--- config.mk ---
export PLATFORM = sky130hd
export DESIGN_NAME = yarp_lsu
export DESIGN_NICKNAME = d
export VERILOG_FILES = /design/src/rtl/yarp_lsu.sv
export SDC_FILE = /design/constraint.sdc
export NUM_CORES = 1
export LEC_CHECK = 0
export CAP_MARGIN = 20
export CORE_UTILIZATION = 47
export CTS_CLUSTER_DIAMETER = 80
export CTS_CLUSTER_SIZE = 8
export DETAILED_ROUTE_END_ITERATION = 10
export HOLD_SLACK_MARGIN = 0.03
export MAX_ROUTING_LAYER = met4
export PLACE_DENSITY = 0.87
export SYNTH_ARGS = -nofsm -noshare
export SYNTH_HDL_FRONTEND = slang
export SYNTH_SLANG_ARGS = --single-unit
--- constraint.sdc ---
create_clock -name clk -period 2.6 [get_ports clk]
set_input_delay 0.39 -clock clk [delete_from_list [all_inputs] [get_ports clk]]
set_output_delay 0.39 -clock clk [all_outputs]
set_load 0.005 [all_outputs]
--- src/rtl/yarp_lsu.sv ---
// ---------------------------------------------------------------------------
// yarp_lsu -- load/store unit between the YARP execute stage and the
// external data-memory port.
//
// Takes one load/store command at a time and turns it into a word-aligned
// memory request with byte enables and lane-positioned store data. It then
// runs the req/gnt/rvalid handshake. Load data is extracted from its lane
// and sign- or zero-extended. Completion is a single-cycle lsu_done_o pulse.
//
// Build option:
//   YARP_LSU_MISALIGN_TRAP_EN
//     Defined   : misaligned half-word and word accesses complete
//                 immediately with lsu_err_o and no memory request.
//     Undefined : the offending low address bits are ignored and the access
//                 proceeds. Only the RESERVED size reports an error.
//
// Ports:
//   clk, reset_n       core clock, asynchronous active-low reset
//   lsu_req_i          command valid (sampled only while not busy)
//   lsu_we_i           1 = store, 0 = load
//   lsu_addr_i         byte address
//   lsu_wdata_i        store data, right-justified
//   lsu_size_i         0 byte, 1 half, 2 reserved, 3 word
//   lsu_zero_ext_i     zero-extend load data (LBU/LHU)
//   lsu_busy_o         command in flight
//   lsu_done_o         one-cycle completion pulse
//   lsu_err_o          error, valid with lsu_done_o
//   lsu_rdata_o        extended load data, held until the next load completes
//   mem_req_o          memory request
//   mem_we_o           memory write
//   mem_addr_o         word-aligned memory address
//   mem_be_o           byte enables
//   mem_wdata_o        lane-positioned store data
//   mem_gnt_i          request accepted
//   mem_rvalid_i       read data valid
//   mem_rdata_i        read data
// ---------------------------------------------------------------------------
module yarp_lsu #(
  parameter int ADDR_W = 32
) (
  input  logic              clk,
  input  logic              reset_n,
  input  logic              lsu_req_i,
  input  logic              lsu_we_i,
  input  logic [ADDR_W-1:0] lsu_addr_i,
  input  logic [31:0]       lsu_wdata_i,
  input  logic [1:0]        lsu_size_i,
  input  logic              lsu_zero_ext_i,
  output logic              lsu_busy_o,
  output logic              lsu_done_o,
  output logic              lsu_err_o,
  output logic [31:0]       lsu_rdata_o,
  output logic              mem_req_o,
  output logic              mem_we_o,
  output logic [ADDR_W-1:0] mem_addr_o,
  output logic [3:0]        mem_be_o,
  output logic [31:0]       mem_wdata_o,
  input  logic              mem_gnt_i,
  input  logic              mem_rvalid_i,
  input  logic [31:0]       mem_rdata_i
);

  localparam logic [1:0] ST_IDLE   = 2'd0;
  localparam logic [1:0] ST_REQ    = 2'd1;
  localparam logic [1:0] ST_RDWAIT = 2'd2;
  localparam logic [1:0] ST_DONE   = 2'd3;

  localparam logic [1:0] SZ_BYTE = 2'd0;
  localparam logic [1:0] SZ_HALF = 2'd1;
  localparam logic [1:0] SZ_RSVD = 2'd2;
  localparam logic [1:0] SZ_WORD = 2'd3;

  logic [1:0]        state_q, state_d;
  logic              mem_req_q;
  logic              mem_we_q;
  logic [ADDR_W-1:0] mem_addr_q;
  logic [3:0]        mem_be_q;
  logic [31:0]       mem_wdata_q;
  logic              err_q;
  logic [1:0]        off_q;
  logic [1:0]        size_q;
  logic              zext_q;
  logic [31:0]       rdata_q;

  // Command decode (combinational, consumed only when accepted in IDLE)
  logic [1:0]  cmd_off;
  logic        cmd_err;
  logic [3:0]  cmd_be;
  logic [31:0] cmd_wdata;

  always_comb begin
    cmd_off = lsu_addr_i[1:0];
    cmd_err = (lsu_size_i == SZ_RSVD);
`ifdef YARP_LSU_MISALIGN_TRAP_EN
    if ((lsu_size_i == SZ_HALF) && lsu_addr_i[0])
      cmd_err = 1'b1;
    if ((lsu_size_i == SZ_WORD) && (lsu_addr_i[1:0] != 2'b00))
      cmd_err = 1'b1;
`else
    // Misaligned accesses are silently aligned down inside their word.
    if (lsu_size_i == SZ_HALF)
      cmd_off[0] = 1'b0;
    if (lsu_size_i == SZ_WORD)
      cmd_off = 2'b00;
`endif
    case (lsu_size_i)
      SZ_BYTE: begin
        cmd_be    = 4'b0001 << cmd_off;
        cmd_wdata = {4{lsu_wdata_i[7:0]}};
      end
      SZ_HALF: begin
        cmd_be    = cmd_off[1] ? 4'b1100 : 4'b0011;
        cmd_wdata = {2{lsu_wdata_i[15:0]}};
      end
      SZ_WORD: begin
        cmd_be    = 4'b1111;
        cmd_wdata = lsu_wdata_i;
      end
      default: begin
        cmd_be    = 4'b0000;
        cmd_wdata = 32'h0000_0000;
      end
    endcase
  end

  // Load lane extraction from the offset/size captured at acceptance
  logic [7:0]  ld_byte;
  logic [15:0] ld_half;
  logic [31:0] ld_ext;

  always_comb begin
    case (off_q)
      2'd0:    ld_byte = mem_rdata_i[7:0];
      2'd1:    ld_byte = mem_rdata_i[15:8];
      2'd2:    ld_byte = mem_rdata_i[23:16];
      default: ld_byte = mem_rdata_i[31:24];
    endcase
    ld_half = off_q[1] ? mem_rdata_i[31:16] : mem_rdata_i[15:0];
    case (size_q)
      SZ_BYTE: ld_ext = zext_q ? {24'h000000, ld_byte} : {{24{ld_byte[7]}}, ld_byte};
      SZ_HALF: ld_ext = zext_q ? {16'h0000, ld_half}   : {{16{ld_half[15]}}, ld_half};
      default: ld_ext = mem_rdata_i;
    endcase
  end

  // Next-state logic
  always_comb begin
    state_d = state_q;
    case (state_q)
      ST_IDLE:   if (lsu_req_i) state_d = cmd_err ? ST_DONE : ST_REQ;
      ST_REQ:    if (mem_gnt_i) state_d = mem_we_q ? ST_DONE : ST_RDWAIT;
      // rvalid is only honoured here, so one arriving alongside the grant
      // (still in REQ) or after a reset (in IDLE) is dropped.
      ST_RDWAIT: if (mem_rvalid_i) state_d = ST_DONE;
      default:   state_d = ST_IDLE;
    endcase
  end

  always_ff @(posedge clk or negedge reset_n) begin
    if (!reset_n) begin
      state_q     <= ST_IDLE;
      mem_req_q   <= 1'b0;
      mem_we_q    <= 1'b0;
      mem_addr_q  <= '0;
      mem_be_q    <= 4'b0000;
      mem_wdata_q <= 32'h0000_0000;
      err_q       <= 1'b0;
      off_q       <= 2'b00;
      size_q      <= SZ_BYTE;
      zext_q      <= 1'b0;
      rdata_q     <= 32'h0000_0000;
    end else begin
      state_q <= state_d;
      case (state_q)
        ST_IDLE: begin
          if (lsu_req_i) begin
            err_q <= cmd_err;
            // Erroring commands leave the memory port untouched.
            if (!cmd_err) begin
              mem_req_q   <= 1'b1;
              mem_we_q    <= lsu_we_i;
              mem_addr_q  <= {lsu_addr_i[ADDR_W-1:2], 2'b00};
              mem_be_q    <= cmd_be;
              mem_wdata_q <= cmd_wdata;
              off_q       <= cmd_off;
              size_q      <= lsu_size_i;
              zext_q      <= lsu_zero_ext_i;
            end
          end
        end
        ST_REQ: begin
          if (mem_gnt_i)
            mem_req_q <= 1'b0;
        end
        ST_RDWAIT: begin
          if (mem_rvalid_i)
            rdata_q <= ld_ext;
        end
        default: ;
      endcase
    end
  end

  assign lsu_busy_o  = (state_q != ST_IDLE);
  assign lsu_done_o  = (state_q == ST_DONE);
  assign lsu_err_o   = (state_q == ST_DONE) && err_q;
  assign lsu_rdata_o = rdata_q;
  assign mem_req_o   = mem_req_q;
  assign mem_we_o    = mem_we_q;
  assign mem_addr_o  = mem_addr_q;
  assign mem_be_o    = mem_be_q;
  assign mem_wdata_o = mem_wdata_q;

endmodule

After elaboration in Yosys (flattened, before gate mapping)

Index checks and enable logic that the tools add are counted.

Reduce and logical (&&, ||, !) cells: 12
Bitwise logic cells: 1
Equality and inequality tests: 13
Shifts and indexed selects: 1
Multiplexer cells: 20

Operators by type and width:

| kind                  | count |
|---|---|
| $pmux W32 S3          | 1 |
| $mux W32              | 2 |
| $pmux W32 S2          | 1 |
| $pmux W8 S3           | 1 |
| $mux W16              | 1 |
| $pmux W4 S3           | 1 |
| $eq A2 B2 Y1 const B  | 5 |
| $mux W2               | 5 |
| $eq A2 B1 Y1 const B  | 4 |
| $logic_not A2 Y1      | 4 |
| $ne A2 B2 Y1 const B  | 4 |
| $pmux W2 S3           | 1 |
| $reduce_and A3 Y1     | 2 |
| $mux W1               | 5 |
| $mux W4               | 1 |
| $reduce_and A2 Y1     | 2 |
| $reduce_and A4 Y1     | 1 |
| $reduce_bool A2 Y1    | 2 |
| $shl A1 B2 Y4 const A | 1 |
| $pmux W1 S2           | 1 |
| $logic_and A1 B1 Y1   | 1 |
| $not A1 Y1            | 1 |

Input bits: 105
Output and inout port bits: 105
Word-level logic and storage cells: 58
Register bits: 108

Depth between registers and ports, before layout

Depth in word-level cells: 5
Gate-level depth with buffers: 8
Depth with buffers taken out: 6

Least setup slack after synthesis

No wires, ideal clock.

Kind: register -> register
From: reg state_q[0]
To: reg mem_wdata_q[23], in the netlist mem_wdata_o[23]
Cell stages (with the launch flop): 8
Clock period less this slack: 1612 ps
Slack: 988 ps
Buffers on the path: 1
Data arrival time: 1475 ps
Library setup time: 137 ps
Required time: 2463 ps
Path through: dfrtp_1 inv_1 ha_1 nand2_2 clkbuf_1 or3_1 o21ai_0 a21oi_1

Longest elaborated chain between the ends: 2

Ends and longest elaborated chain:

| element                     | line | text |
|---|---|---|
| from (decl)                 | 73   | `logic [1:0] state_q, state_d;` |
| from (signal assigned)      | 173  | `state_q <= state_d;` |
| $logic_not A2 Y1            | 174  | `case (state_q)` |
| $reduce_and A3 Y1 (no line) | n/a  |  |
| to (signal assigned)        | 184  | `mem_wdata_q <= cmd_wdata;` |
| to (decl)                   | 78   | `logic [31:0] mem_wdata_q;` |

No other way between the ends.
A chain may end at the register's enable or synchronous reset.

Final worst setup path

From: reg state_q[0]
To: out lsu_busy_o

Longest elaborated chain between the ends: 1

Ends and longest elaborated chain:

| element            | line | text |
|---|---|---|
| $reduce_bool A2 Y1 | 204  | `assign lsu_busy_o = (state_q != ST_IDLE);` |
| to (decl)          | 49   | `output logic lsu_busy_o,` |

No other way between the ends.

==> metrics.log <==
INFO  metric run_status = completed
INFO  metric ys_seq_area_share = 52.7%
INFO  metric track_usage = 28.8%
INFO  metric timing.critical_path.from_type = flip-flop
INFO  metric core-area = 10500 sq um
INFO  metric switching_share = 35.8%
INFO  metric critPathLaunch = state_q[0]$_DFFE_PN0P_
INFO  metric cts.reportedPaths.clkPinSlew = 0.11 ns
INFO  metric place_congestion = 0.968
INFO  metric worst-slew-pin-transition = 0.738 ns
INFO  metric finalCoreUtilization = 71.7%
INFO  metric final.setup_skew = 0.0139 ns
INFO  metric antenna_found_initial = 1
INFO  metric final.setup.tns = 0 ns
INFO  metric worstSetupPathType = reg2out
INFO  metric max_stage_delay = 0.53 ns
INFO  metric design.final.nets = 855
INFO  metric power = 8220 uW
INFO  metric syn2layout_area_growth = 46.4%
INFO  metric post_synth.cell_area_avg = 9.28 sq um
INFO  metric ys_seq_elements = 108
INFO  metric finalCritPeriodShare = 83.4%
INFO  metric max-vdd-ir-drop = 0.615 mV
INFO  metric dpl_cell_area = 7310 sq um
INFO  metric place.detailed.hpwl = 11700 um
INFO  metric via_count_of_the_first_global_routing_pass = 4882
INFO  metric power_density = 1100 nW/um^2
INFO  metric r2r_end = mem_addr_o[14]$_DFFE_PN0P_
INFO  metric reg2reg_depth = 7
INFO  metric cts_root_buf = sky130_fd_sc_hd__clkbuf_8
INFO  metric drt.antenna.violating_nets = 0
INFO  metric clock_tree_from_tritoncts = yes
INFO  metric critPathMostFrequentCell = sky130_fd_sc_hd__inv_1
INFO  metric regToRegSetupSlack = 0.59 ns
INFO  metric detail_route.drc_violations = 0
INFO  metric synth_area = 5120 sq um
INFO  metric crit_end = lsu_busy_o
INFO  metric row_count = 37
INFO  metric finalSetupViolCount = 0
INFO  metric comb_power_share = 49.8%
INFO  metric grt_max_degree = 61
INFO  metric cts_hold_buf = 0
INFO  metric crit_path_end_kind = output pin
INFO  metric arrival = 1.78 ns
INFO  metric seq_power_share = 37.7%
INFO  metric cp_slowest_cell = sky130_fd_sc_hd__clkdlybuf4s50_1
INFO  metric cp_cell_sequence = inv_1, ha_1, inv_1, clkdlybuf4s50_1
INFO  metric timing.rr.start = state_q[0]$_DFFE_PN0P_
INFO  metric chipWidth = 106 um
INFO  metric timing.fmax = 0.461 GHz
INFO  metric leakage = 0.00326 uW
INFO  metric cts_setup_buffers = 0
INFO  metric globalRouteOverflowTotal = 0
INFO  metric via_per_instance_ratio = 5.70
INFO  metric drt_first_pass_iters = 5
INFO  metric vias = 5060
INFO  metric drt-total-wl = 15800 um
INFO  metric fp.dieArea = 11300 sq um
INFO  metric synth_cell_types = 42
INFO  metric htreeDepth = 3
INFO  metric die_height = 106 um
INFO  metric cts_buffers = 9
INFO  metric drv.max_cap_violation_count = 0
INFO  metric net-switching-power = 2940 uW
INFO  metric drt_iter0_markers = 381
INFO  metric post_cts.resized_instances = 0
INFO  metric buffer_ports.inserted = 207
INFO  metric design_area = 7500 sq um
INFO  metric layout.filler_cells = 799
INFO  metric initial_utilization = 49.0%
INFO  metric ys_warn_count = 0
INFO  metric routedWlPerCell = 17.8 um
INFO  metric hp-class = in2async
INFO  metric ios = 210
INFO  metric period_needed = 2.17 ns
INFO  metric pwr-share-clk = 12.5%
INFO  metric rsz0062_at_grt = no
INFO  metric max-slew-margin-rel = 50.8%
INFO  metric final-max-slew-violation-count = 0
INFO  metric p_int = 5270 uW
INFO  metric worstSkewPairLatency = 0.36 ns
INFO  metric cp_data_required_time = 2.21 ns
INFO  metric layout-drive-gt1-share = 7.87%
INFO  metric synth_cells = 552
INFO  metric hold_viol_final = 0
INFO  metric clk_path_buf_depth = 2
INFO  metric clock_sink_count = 108
INFO  metric wire_length_of_the_first_global_routing_pass = 24700 um
INFO  metric maximum_fanout_along_the_worst_path = 7
[stage by stage]
stage / hold slack (ns) / instances / setup slack (ns)
5_1_grt: 0.0853 / 887 / 0.334
3_3_place_gp: 0.441 / 871 / 0.500
3_5_place_dp: 0.454 / 871 / 0.421
6_report: 0.0408 / 887 / 0.431
2_1_floorplan: 0.0944 / 553 / 0.988
4_1_cts: 0.0605 / 886 / 0.418
[critical path, delay by kind of cell, from the launching register on]
kind       cells  cell delay (ns)
fa+ha+maj      1             0.29
flops          1             0.40
buf+inv        3             0.74
[cell families (layout without fill, tap and decap cells)]
kind of cell	after synthesis	after routing	synth area share (%)
and+or+nand+nor	214	214	17.7
AOI/OAI and AO/OA	159	159	20.3
DFF	108	108	52.7
buffers and inverters	48	245	4.44
muxes	18	18	3.74
adders and majority gates	4	4	0.977
other	1	3	0.0732
[power groups by stage]
stage	Sequential, uW	Clock, uW	Combinational (uW)
after floorplan	3070	0	1840
after global placement	3080	0	3940
after detailed placement	3120	0	4110
after CTS	3090	1040	4120
after global routing	3190	1110	4460
final	3100	1020	4090
[synthesized netlist by cell type, drive strengths merged]
| library cell | instances | share of area (%) |
|---|---|---|
| o21ai | 32 | 3.1 |
| a211oi | 2 | 0.54 |
| a222oi | 1 | 0.20 |
| a21oi | 53 | 5.9 |
| nor2 | 42 | 3.2 |
| nand2b | 4 | 0.49 |
| dfrtp | 108 | 53 |
| nand2 | 148 | 11 |
| buf | 21 | 2.5 |
| o31a | 1 | 0.17 |
| nor3 | 2 | 0.29 |
| and2 | 3 | 0.37 |
| or2 | 1 | 0.12 |
| mux2 | 9 | 2.0 |
| clkbuf | 18 | 1.3 |
| and3b | 2 | 0.34 |
| nor3b | 2 | 0.61 |
| o21a | 1 | 0.15 |
| nor2b | 1 | 0.12 |
| a221oi | 9 | 1.5 |
| a21o | 3 | 0.44 |
| or3 | 8 | 0.98 |
| nor4b | 1 | 0.29 |
| o22ai | 12 | 1.5 |
| mux2i | 9 | 1.8 |
| ha | 4 | 0.98 |
| o22a | 6 | 1.0 |
| conb | 1 | 0.073 |
| o221a | 1 | 0.22 |
| inv | 9 | 0.66 |
| a22oi | 38 | 5.6 |
[routing by layer]
| metal | routed length (um) | part of all wire [%] | vias up | GRT usage [%] |
|---|---|---|---|---|
| met1 | 6240 | 39 | 2404 | 35.9 |
| met3 | 1310 | 8.3 | 51 | 5.40 |
| li1 | - | - | 2292 | - |
| met4 | 564 | 3.6 | 0 | 11.2 |
| met5 | 0 | 0 | - | - |
| met2 | 7710 | 49 | 313 | 46.8 |
[sequential cells by signal, indices dropped and copies added, names as in the netlist]
signal and flops:
err_q 1, lsu_rdata_o 32, mem_be_o 4, mem_we_o 1, size_q 2, mem_addr_o 30
mem_wdata_o 32, mem_req_o 1, state_q 2, zext_q 1, off_q 2
[layout by cell type (no fill, tap or decap), drive strengths merged, types with 11 or more instances in the layout]
cell | Yosys | final
o21ai | 32 | 32
clkbuf | 18 | 11
nor2 | 42 | 42
nand2 | 148 | 148
buf | 21 | 15
a21oi | 53 | 53
o22ai | 12 | 12
a22oi | 38 | 38
dfrtp | 108 | 108
clkdlybuf4s50 | 0 | 206
[cell type report]
cell class | count | area (sq um) | share of cell area [%]
clock inverters | 4 | 50.0 | 0.667
flip-flops and latches | 108 | 2700 | 36.0
multi-input cells | 397 | 2200 | 29.4
diodes | 1 | 2.50 | 0.0334
inverters | 9 | 33.8 | 0.450
repair buffers | 221 | 2200 | 29.3
well taps | 136 | 170 | 2.27
clock buffers | 11 | 141 | 1.88
[how the worst min path moves through the flow]
stage / slack [ns] / end / cells past startpoint / startpoint
CTS: 0.06 / mem_wdata_o[30]$_DFFE_PN0P_ / 1 / reset_n
finish: 0.04 / mem_wdata_o[30]$_DFFE_PN0P_ / 1 / reset_n
global placement: 0.44 / mem_wdata_o[12]$_DFFE_PN0P_ / 1 / reset_n
global route: 0.09 / mem_wdata_o[13]$_DFFE_PN0P_ / 1 / reset_n
detailed placement: 0.45 / mem_wdata_o[13]$_DFFE_PN0P_ / 1 / reset_n
floorplan: 0.09 / err_q$_DFFE_PN0P_ / 0 / reset_n
Power figures use the tool's default switching activity.
